## config.mk

```make
export PLATFORM = sky130hd
export DESIGN_NAME = csa_seq_sched_flat
export DESIGN_NICKNAME = d
export VERILOG_FILES = /design/src/rtl/csa_seq_sched_pkg.sv /design/src/rtl/csa_seq_sched_if.sv /design/src/rtl/csa_seq_sched_rr_arb2.sv /design/src/rtl/csa_seq_sched.sv /design/src/flat_wrapper.sv
export SDC_FILE = /design/constraint.sdc
export NUM_CORES = 1
export LEC_CHECK = 0
export ABC_CLOCK_PERIOD_IN_PS = 2500
export CORE_MARGIN = 2
export CORE_UTILIZATION = 45
export DETAILED_ROUTE_END_ITERATION = 10
export PLACE_DENSITY = 0.8
export SETUP_SLACK_MARGIN = 0.3
export SYNTH_ARGS = -nofsm -noshare
export SYNTH_HDL_FRONTEND = slang
export SYNTH_SLANG_ARGS = --single-unit
```

## constraint.sdc

```tcl
create_clock -name clk -period 2.5 [get_ports clk]
set_clock_uncertainty 0.1 [all_clocks]
set_input_delay 0.75 -clock clk [delete_from_list [all_inputs] [get_ports clk]]
set_output_delay 0.75 -clock clk [all_outputs]
set_load 0.05 [all_outputs]
```

## src/rtl/csa_seq_sched_pkg.sv

```systemverilog
// Shared types and constants for the carry-skip adder sequencer/scheduler.
package csa_seq_pkg;

  typedef enum logic [1:0] {
    IDLE = 2'd0,
    ADD  = 2'd1,
    RESP = 2'd2
  } state_t;

  localparam int NIB_W = 4;
  localparam int ID_W  = 1;

endpackage

```

## src/rtl/csa_seq_sched_if.sv

```systemverilog
// Request, shared-adder and response signals of csa_seq_sched.
// The slave modport is the scheduler; master is the surrounding system.
interface csa_seq_sched_if #(
  parameter int NUM_NIB = 4
);

  localparam int W = csa_seq_pkg::NIB_W * NUM_NIB;

  logic [1:0]                      req_valid;
  logic [1:0]                      req_ready;
  logic [1:0][W-1:0]               req_a;
  logic [1:0][W-1:0]               req_b;
  logic [1:0]                      req_cin;

  logic [csa_seq_pkg::NIB_W-1:0]   add_a;
  logic [csa_seq_pkg::NIB_W-1:0]   add_b;
  logic                            add_cin;
  logic [csa_seq_pkg::NIB_W-1:0]   add_sum;
  logic                            add_cout;

  logic                            rsp_valid;
  logic                            rsp_ready;
  logic [csa_seq_pkg::ID_W-1:0]    rsp_id;
  logic [W-1:0]                    rsp_sum;
  logic                            rsp_cout;

  modport master (
    output req_valid, req_a, req_b, req_cin, add_sum, add_cout, rsp_ready,
    input  req_ready, add_a, add_b, add_cin, rsp_valid, rsp_id, rsp_sum, rsp_cout
  );

  modport slave (
    input  req_valid, req_a, req_b, req_cin, add_sum, add_cout, rsp_ready,
    output req_ready, add_a, add_b, add_cin, rsp_valid, rsp_id, rsp_sum, rsp_cout
  );

endinterface

```

## src/rtl/csa_seq_sched_rr_arb2.sv

```systemverilog
// Two-way round-robin grant; the pointer moves past whoever was just accepted.
module rr_arb2 (
  input  logic       clk,
  input  logic       rst,
  input  logic       en,
  input  logic [1:0] req,
  output logic [1:0] grant,
  output logic       gnt_id
);

  logic ptr;

  always_comb begin
    gnt_id = ptr;
    if (req == 2'b01)
      gnt_id = 1'b0;
    else if (req == 2'b10)
      gnt_id = 1'b1;
    grant = 2'b00;
    if (en)
      grant[gnt_id] = req[gnt_id];
  end

  always_ff @(posedge clk) begin
    if (rst)
      ptr <= 1'b0;
    else if (|grant)
      ptr <= ~gnt_id;
  end

endmodule

```

## src/rtl/csa_seq_sched.sv

```systemverilog
// Sequences 16-bit adds as LSB-first nibble passes through one external 4-bit
// adder, serving two requesters round-robin.
//
//   state | meaning
//   IDLE  | waiting for a request; req_ready follows the arbiter grant
//   ADD   | one nibble pass per cycle, carry chained through add_cin
//   RESP  | result held on rsp_* until rsp_ready
module csa_seq_sched #(
  parameter int NUM_NIB = 4
) (
  input  logic             clk,
  input  logic             rst,
  csa_seq_sched_if.slave   bus
);

  import csa_seq_pkg::*;

  localparam int            W    = NIB_W * NUM_NIB;
  localparam int            CW   = (NUM_NIB > 1) ? $clog2(NUM_NIB) : 1;
  localparam logic [CW-1:0] LAST = CW'(NUM_NIB - 1);

  state_t           state;
  logic [W-1:0]     op_a;
  logic [W-1:0]     op_b;
  logic [CW-1:0]    nib;
  logic [CW-1:0]    nib_nxt;
  logic [NIB_W-1:0] a_nxt;
  logic [NIB_W-1:0] b_nxt;
  logic [1:0]       grant;
  logic             gnt_id;
  logic             accept;

  rr_arb2 u_arb (
    .clk    (clk),
    .rst    (rst),
    .en     (state == IDLE),
    .req    (bus.req_valid),
    .grant  (grant),
    .gnt_id (gnt_id)
  );

  assign bus.req_ready = grant;
  assign accept        = |grant;
  assign nib_nxt       = nib + 1'b1;
  assign a_nxt         = op_a[NIB_W*int'(nib_nxt) +: NIB_W];
  assign b_nxt         = op_b[NIB_W*int'(nib_nxt) +: NIB_W];

  // add_cin doubles as the inter-pass carry register
  always_ff @(posedge clk) begin
    if (rst) begin
      state         <= IDLE;
      nib           <= '0;
      op_a          <= '0;
      op_b          <= '0;
      bus.add_a     <= '0;
      bus.add_b     <= '0;
      bus.add_cin   <= 1'b0;
      bus.rsp_valid <= 1'b0;
      bus.rsp_sum   <= '0;
      bus.rsp_cout  <= 1'b0;
      bus.rsp_id    <= '0;
    end else begin
      case (state)
        IDLE: begin
          if (accept) begin
            op_a        <= bus.req_a[gnt_id];
            op_b        <= bus.req_b[gnt_id];
            bus.add_a   <= bus.req_a[gnt_id][NIB_W-1:0];
            bus.add_b   <= bus.req_b[gnt_id][NIB_W-1:0];
            bus.add_cin <= bus.req_cin[gnt_id];
            bus.rsp_id  <= gnt_id;
            nib         <= '0;
            state       <= ADD;
          end
        end
        ADD: begin
          bus.rsp_sum[NIB_W*int'(nib) +: NIB_W] <= bus.add_sum;
          nib <= nib_nxt;
          if (nib == LAST) begin
            bus.add_a     <= '0;
            bus.add_b     <= '0;
            bus.add_cin   <= 1'b0;
            bus.rsp_cout  <= bus.add_cout;
            bus.rsp_valid <= 1'b1;
            state         <= RESP;
          end else begin
            bus.add_a   <= a_nxt;
            bus.add_b   <= b_nxt;
            bus.add_cin <= bus.add_cout;
          end
        end
        RESP: begin
          if (bus.rsp_ready) begin
            bus.rsp_valid <= 1'b0;
            state         <= IDLE;
          end
        end
        default: state <= IDLE;
      endcase
    end
  end

endmodule

```

## src/flat_wrapper.sv

```systemverilog
// flat-port wrapper written by rule: the top's interface ports become plain ports
module csa_seq_sched_flat import csa_seq_pkg::*;
#(
  parameter int NUM_NIB = 4
)
  (clk, rst, bus_req_valid, bus_req_a, bus_req_b, bus_req_cin, bus_add_sum, bus_add_cout, bus_rsp_ready, bus_req_ready, bus_add_a, bus_add_b, bus_add_cin, bus_rsp_valid, bus_rsp_id, bus_rsp_sum, bus_rsp_cout);
  csa_seq_sched_if #(.NUM_NIB(NUM_NIB)) bus_i ();
  input  logic clk;
  input  logic rst;
  input wire logic [$bits(bus_i.req_valid)-1:0] bus_req_valid;
  input wire logic [$bits(bus_i.req_a)-1:0] bus_req_a;
  input wire logic [$bits(bus_i.req_b)-1:0] bus_req_b;
  input wire logic [$bits(bus_i.req_cin)-1:0] bus_req_cin;
  input wire logic [$bits(bus_i.add_sum)-1:0] bus_add_sum;
  input wire logic [$bits(bus_i.add_cout)-1:0] bus_add_cout;
  input wire logic [$bits(bus_i.rsp_ready)-1:0] bus_rsp_ready;
  output wire logic [$bits(bus_i.req_ready)-1:0] bus_req_ready;
  output wire logic [$bits(bus_i.add_a)-1:0] bus_add_a;
  output wire logic [$bits(bus_i.add_b)-1:0] bus_add_b;
  output wire logic [$bits(bus_i.add_cin)-1:0] bus_add_cin;
  output wire logic [$bits(bus_i.rsp_valid)-1:0] bus_rsp_valid;
  output wire logic [$bits(bus_i.rsp_id)-1:0] bus_rsp_id;
  output wire logic [$bits(bus_i.rsp_sum)-1:0] bus_rsp_sum;
  output wire logic [$bits(bus_i.rsp_cout)-1:0] bus_rsp_cout;
  assign bus_i.req_valid = bus_req_valid;
  assign bus_i.req_a = bus_req_a;
  assign bus_i.req_b = bus_req_b;
  assign bus_i.req_cin = bus_req_cin;
  assign bus_i.add_sum = bus_add_sum;
  assign bus_i.add_cout = bus_add_cout;
  assign bus_i.rsp_ready = bus_rsp_ready;
  assign bus_req_ready = bus_i.req_ready;
  assign bus_add_a = bus_i.add_a;
  assign bus_add_b = bus_i.add_b;
  assign bus_add_cin = bus_i.add_cin;
  assign bus_rsp_valid = bus_i.rsp_valid;
  assign bus_rsp_id = bus_i.rsp_id;
  assign bus_rsp_sum = bus_i.rsp_sum;
  assign bus_rsp_cout = bus_i.rsp_cout;
  csa_seq_sched #(.NUM_NIB(NUM_NIB)) u_core (.clk(clk), .rst(rst), .bus(bus_i));
endmodule
```

== Yosys cells after proc, flatten, opt, wreduce, memory -nomap -nowiden ==
Cells that the tools add are included.
Word-level totals
  flip-flop bits (word level): 65
  bits of input ports: 76
  output and inout bits: 30
  word-level logic and storage cells: 72
Cells by class
  add/subtract/negate cells: 2
  order comparisons: 2
  eq/ne operators: 8
  shift operators: 4
  mux-type cells: 32
  bitwise logic cells: 2
  reductions and logical operators: 10
Operators by type and width (number)
  2-to-1 mux 16 bit: 4
  negator 4 -> 33 bit: 1
  variable shift 4 x 33 -> 16 bit, first input constant: 1
  indexed part select 4 x 33 -> 16 bit: 1
  indexed part select 16 x 5 -> 4 bit: 2
  bitwise mux 16 bit: 1
  2-to-1 mux 4 bit: 4
  one-hot mux 4 bit (2 select lines): 2
  2-to-1 mux 1 bit: 11
  2-to-1 mux 2 bit: 5
  equality test 2 bit, second input constant: 3
  one-hot mux 2 bit (3 select lines): 1
  AND reduction 2 bit: 3
  AND reduction 3 bit: 2
  equality test 2 x 1 -> 1 bit, second input constant: 2
  != test 2 x 1 -> 1 bit, second input constant: 2
  one-hot mux 1 bit (2 select lines): 2
  one-hot mux 2 bit (2 select lines): 1
  nonzero test 2 bit: 2
  adder 2 x 1 -> 2 bit, second input constant: 1
  bitwise AND 2 bit: 1
  zero test 2 bit: 1
  < comparator 1 x 2 -> 1 bit, second input constant: 1
  != test 2 bit, second input constant: 1
  5 further kinds: 5

== Logic depth before layout (Yosys ltp) ==
  depth in word-level cells: 12
  depth in mapped cells: 7
  mapped depth without buffers: 6

== By module ==
Synthesis repeated with hierarchy kept, for this count alone.
Second synthesis, totals
  cell total of the unflattened synthesis: 328
  area, all modules: 3403.3 um^2
Modules (own cells, without submodules)
  csa_seq_sched: instances 1, cells each 320, area an instance 3335.7 um^2, seq. area each 1281.2 um^2
  rr_arb2: instances 1, cells each 8, area an instance 67.6 um^2, seq. area each 20.0 um^2

== Worst setup path after synthesis ==
No wires, ideal clock.
  path type: input -> output
  start: input port bus_req_valid[0]
  end: output port bus_req_ready[1]
  arrival time: 2042 ps
  required time: 1650 ps
  setup slack: -392 ps
  cell stages on the path: 3
  buffers on the path: 0
  cell sequence: inv_2 > o21ai_1 > nor3_1
Between the ends
  word-level cells in the longest chain between the ends: 9
  elaborated cells between the ends (all ways): 13
  classes of those cells: order compare: 2; eq/ne: 2; mux: 7; bitwise: 1; reduce/logical: 1
Ends and longest elaborated chain
  from (decl): line flat_wrapper.sv:10  | input wire logic [$bits(bus_i.req_valid)-1:0] bus_req_valid;
  equality test 2 bit: line csa_seq_sched_rr_arb2.sv:17  | else if (req == 2'b10)
  2-to-1 mux 1 bit: line csa_seq_sched_rr_arb2.sv:17
  2-to-1 mux 1 bit: line csa_seq_sched_rr_arb2.sv:15  | if (req == 2'b01)
  < comparator 1 x 2 -> 1 bit (not written as such) / >= comparator 1 bit (equally long branches): line csa_seq_sched_rr_arb2.sv:21  | grant[gnt_id] = req[gnt_id];
  logical AND 1 bit (not written as such): line csa_seq_sched_rr_arb2.sv:21
  2-to-1 mux 1 bit (not written as such): line csa_seq_sched_rr_arb2.sv:21
  demux 1 bit (select 1 bit): line csa_seq_sched_rr_arb2.sv:21
  bitwise AND 2 bit (no line) *
  2-to-1 mux 2 bit *: line csa_seq_sched_rr_arb2.sv:20  | if (en)
  to (decl): line flat_wrapper.sv:17  | output wire logic [$bits(bus_i.req_ready)-1:0] bus_req_ready;
Every way passes the cells marked *; elsewhere a longest branch is shown, timed or not. The select of a mux whose other input is x is not followed.

== Final worst setup path ==
Same ends and word-level chain as after synthesis.

==> flow_summary_export.csv <==
group,metric,value,unit
setup_path,r2r_slack,0.49,ns
sta,setup_total_negative_slack,0,ns
floorplan,die_h,85.7,um
grt,grt_antenna_before_repair,0,
flow_run,cap_violations,0,
synthesis,syn-instance-count,318,
floorplan,rows,29,
detailed_routing,first_pass_iters,5,
place,dp_hpwl,5920,um
floorplan,die_x,85.7,um
clock_network,cts-root-buf,"clkbuf_8",
grt,grt_pass1_wl,12800,um
grt,grt_start_max_net_pins,44,
min_path,hp-class,"flop to flop",
cells_and_area,drive_above_1_share,0.132,
synthesis,synth_async_sr_flop_share,0,
sta,finalSetupViolations,0,
sta,min_period,2.22,ns
synthesis,yosysSeqAreaShare,0.434,
sta,worst-slew-pin-transition,0.531,ns
sta,final-max-slew-violation-count,0,
setup_path,arrival,1.37,ns
grt,overflow,0,
place,pre_cts_slack,-0.189,ns
synthesis,postSynthAreaPerCell,9.44,um^2
place,place.port_buffers,105,
sta,timing.final.crit_share,0.887,
synthesis,syn_nets,398,
grt,first_global_vias,2719,
synthesis,synth_cell_type_count,35,
sta,final-hold-violation-count,0,
place,place_congestion,0.797,
sta,max-slew-margin-rel,0.646,
setup_path,cp_data_required_time,1.65,ns
clock_network,cts.clk_slew.worst_paths,0.07,ns
cells_and_area,fillerInstances,510,
clock_network,cts_inserted_buffers,9,
cells_and_area,multi_input_comb_area,0.00161,mm^2
setup_path,worstRegToRegCells,6,
detailed_routing,drt-wirelength-per-cell,15.5,um
clock_network,clkSinkCount,65,
detailed_routing,num_vias,2764,
clock_network,cts_tree,"done",
sta,rsz0062_at_grt,"yes",
power,power.ir.vdd_worst,0.000443,V
detailed_routing,postRouteAntennaNets,0,
power,power.density_cell_area,606,mW/mm^2
clock_network,holdBufCountCts,0,
status,outcome,"completed",
clock_network,clock_insertion_delay_worst_skew,0.33,ns
setup_path,crit-reg2reg-capture,"u_core.bus.add_b[3]$_SDFFE_PP0P_",
setup_path,critical_path.endpoint_type,"primary output",
floorplan,core_region_area,0.00639,mm^2
sta,maximum_clock_rate,451,MHz
floorplan,dieArea,0.00734,mm^2
sta,hold-worst-slack,0.361,ns
setup_path,worst_setup_path_endpoint,"bus_req_ready[1]",
cells_and_area,flow.area_growth_from_synthesis,47.1,%
setup_path,critical_path_peak_fanout,3,
detailed_routing,wl_final,7880,um
synthesis,synth-seq-cells,65,
setup_path,start_kind,"primary input",
detailed_routing,drt_iter0_markers,159,
detailed_routing,viasPerCell,5.43,
detailed_routing,drc,0,
setup_path,critical_path_class,"primary input to primary output",
power,static-leakage-power,1.80,nW
cells_and_area,nNetsFinal,507,
synthesis,synthFlopType,"dfxtp_1",
cells_and_area,ff_latch_area,0.00130,mm^2
setup_path,worst_r2r_startpoint,"u_core.nib[1]$_SDFFE_PP0P_",
cells_and_area,antenna_cells,0,
grt,grt_usage,0.220,
synthesis,ys_warn_count,0,
synthesis,synth-edff-count,0,
synthesis,netlist_area,0.00300,mm^2
floorplan,io_pins,106,
sta,layout_setup_ws,0.281,ns
floorplan,initial_core_util,0.470,
clock_network,cts_max_level,3,
clock_network,max-clock-path-buffers,2,
setup_path,critical_path.startpoint,"bus_req_valid[0]",
==> synthesized netlist by cell type (all sizes together), types with 3 or more instances <==
master	instances	share of area
o22ai	8	0.017
nand2b	8	0.017
dfxtp	65	0.43
nand3	6	0.010
inv	10	0.013
clkbuf	9	0.011
a21oi	11	0.018
a22oi	13	0.033
ha	4	0.017
buf	12	0.023
nor2b	3	0.0063
mux4	8	0.060
nand2	20	0.025
nor3	4	0.0067
a311oi	5	0.017
nor2	56	0.071
a211oi	27	0.068
and4	3	0.0088
o221ai	8	0.023
mux2i	29	0.097
==> cell families after synthesis <==
family / Yosys count / share of synthesized area
mux: 37 / 0.157
simple gates: 104 / 0.157
buf+inv: 31 / 0.0467
fa+ha+maj: 5 / 0.0204
flops: 65 / 0.434
compound gates: 76 / 0.185
==> repair_timing <==
action,in CTS,in global routing
setup buffers,0,2
pin swaps,2,4
endpoints found under the setup margin,38,2
resized for setup,36,9
==> critical path: stages <==
cell and delay [ns]:
buf_8 0.11, inv_4 0.05, o21ai_4 0.06, nor3_4 0.23, buf_12 0.17
==> cell type report <==
cell class | count | area share
Clock buffer | 10 | 0.0312
Timing Repair Buffer | 119 | 0.265
Tap cell | 77 | 0.0218
Sequential cell | 65 | 0.295
Inverter | 10 | 0.00907
Multi-Input combinational cell | 222 | 0.365
Clock inverter | 6 | 0.0130
==> per-stage QoR <==
step / cells / util / instance area, um^2 / power, W
floorplan: 318 / - / 3050 / 0.00157
global placement: 491 / 0.661 / 4220 / 0.00183
detailed placement: 491 / 0.661 / 4220 / 0.00184
CTS: 507 / 0.685 / 4370 / 0.00269
global route: 509 / 0.691 / 4410 / 0.00280
finish: 509 / 0.691 / 4410 / 0.00268
==> layer usage <==
metal / vias up / global-route usage / routed length [um]
met5: - / 0 / 0
met4: 0 / 0.0779 / 130
met3: 12 / 0.0327 / 411
met2: 86 / 0.362 / 3760
met1: 1279 / 0.294 / 3580
li1: 1387 / - / -
==> state kept, by name, summed over array words and instances (netlist names) <==
name                  flops
u_core.bus.add_a          4
u_core.nib                2
u_core.bus.rsp_id         1
u_core.bus.rsp_sum       16
u_core.bus.add_b          4
u_core.bus.add_cin        1
u_core.op_a              16
u_core.u_arb.ptr          1
u_core.op_b              16
u_core.bus.rsp_valid      1
u_core.state              2
u_core.bus.rsp_cout       1
==> placed cells by master (no fill, tap or decap), types with 9 or more instances in the layout <==
| master | count |
|---|---|
| a211oi_1 | 27 |
| a21oi_1 | 11 |
| a22oi_1 | 13 |
| buf_4 | 12 |
| clkbuf_8 | 10 |
| clkdlybuf4s50_1 | 72 |
| dfxtp_1 | 64 |
| dlygate4sd2_1 | 28 |
| inv_1 | 9 |
| mux2i_1 | 29 |
| nand2_1 | 18 |
| nor2_1 | 55 |
==> power by group <==
group          switching [W]  leakage, nW  internal (W)
clock               0.000386        0.102      0.000480
sequential         0.0000535        0.535       0.00112
combinational       0.000327         1.17      0.000312
total               0.000766         1.80       0.00191
==> worst min-delay path by stage <==
stage | from | to | cells past startpoint
floorplan | u_core.op_b[0]$_SDFFE_PP0P_ | u_core.op_b[0]$_SDFFE_PP0P_ | 2
global placement | u_core.bus.rsp_cout$_SDFFE_PP0P_ | u_core.bus.rsp_cout$_SDFFE_PP0P_ | 2
detailed placement | u_core.bus.rsp_cout$_SDFFE_PP0P_ | u_core.bus.rsp_cout$_SDFFE_PP0P_ | 2
CTS | u_core.bus.rsp_cout$_SDFFE_PP0P_ | u_core.bus.rsp_cout$_SDFFE_PP0P_ | 2
global route | u_core.bus.rsp_cout$_SDFFE_PP0P_ | u_core.bus.rsp_cout$_SDFFE_PP0P_ | 2
finish | u_core.bus.rsp_cout$_SDFFE_PP0P_ | u_core.bus.rsp_cout$_SDFFE_PP0P_ | 2
Power figures use the tool's default switching activity.
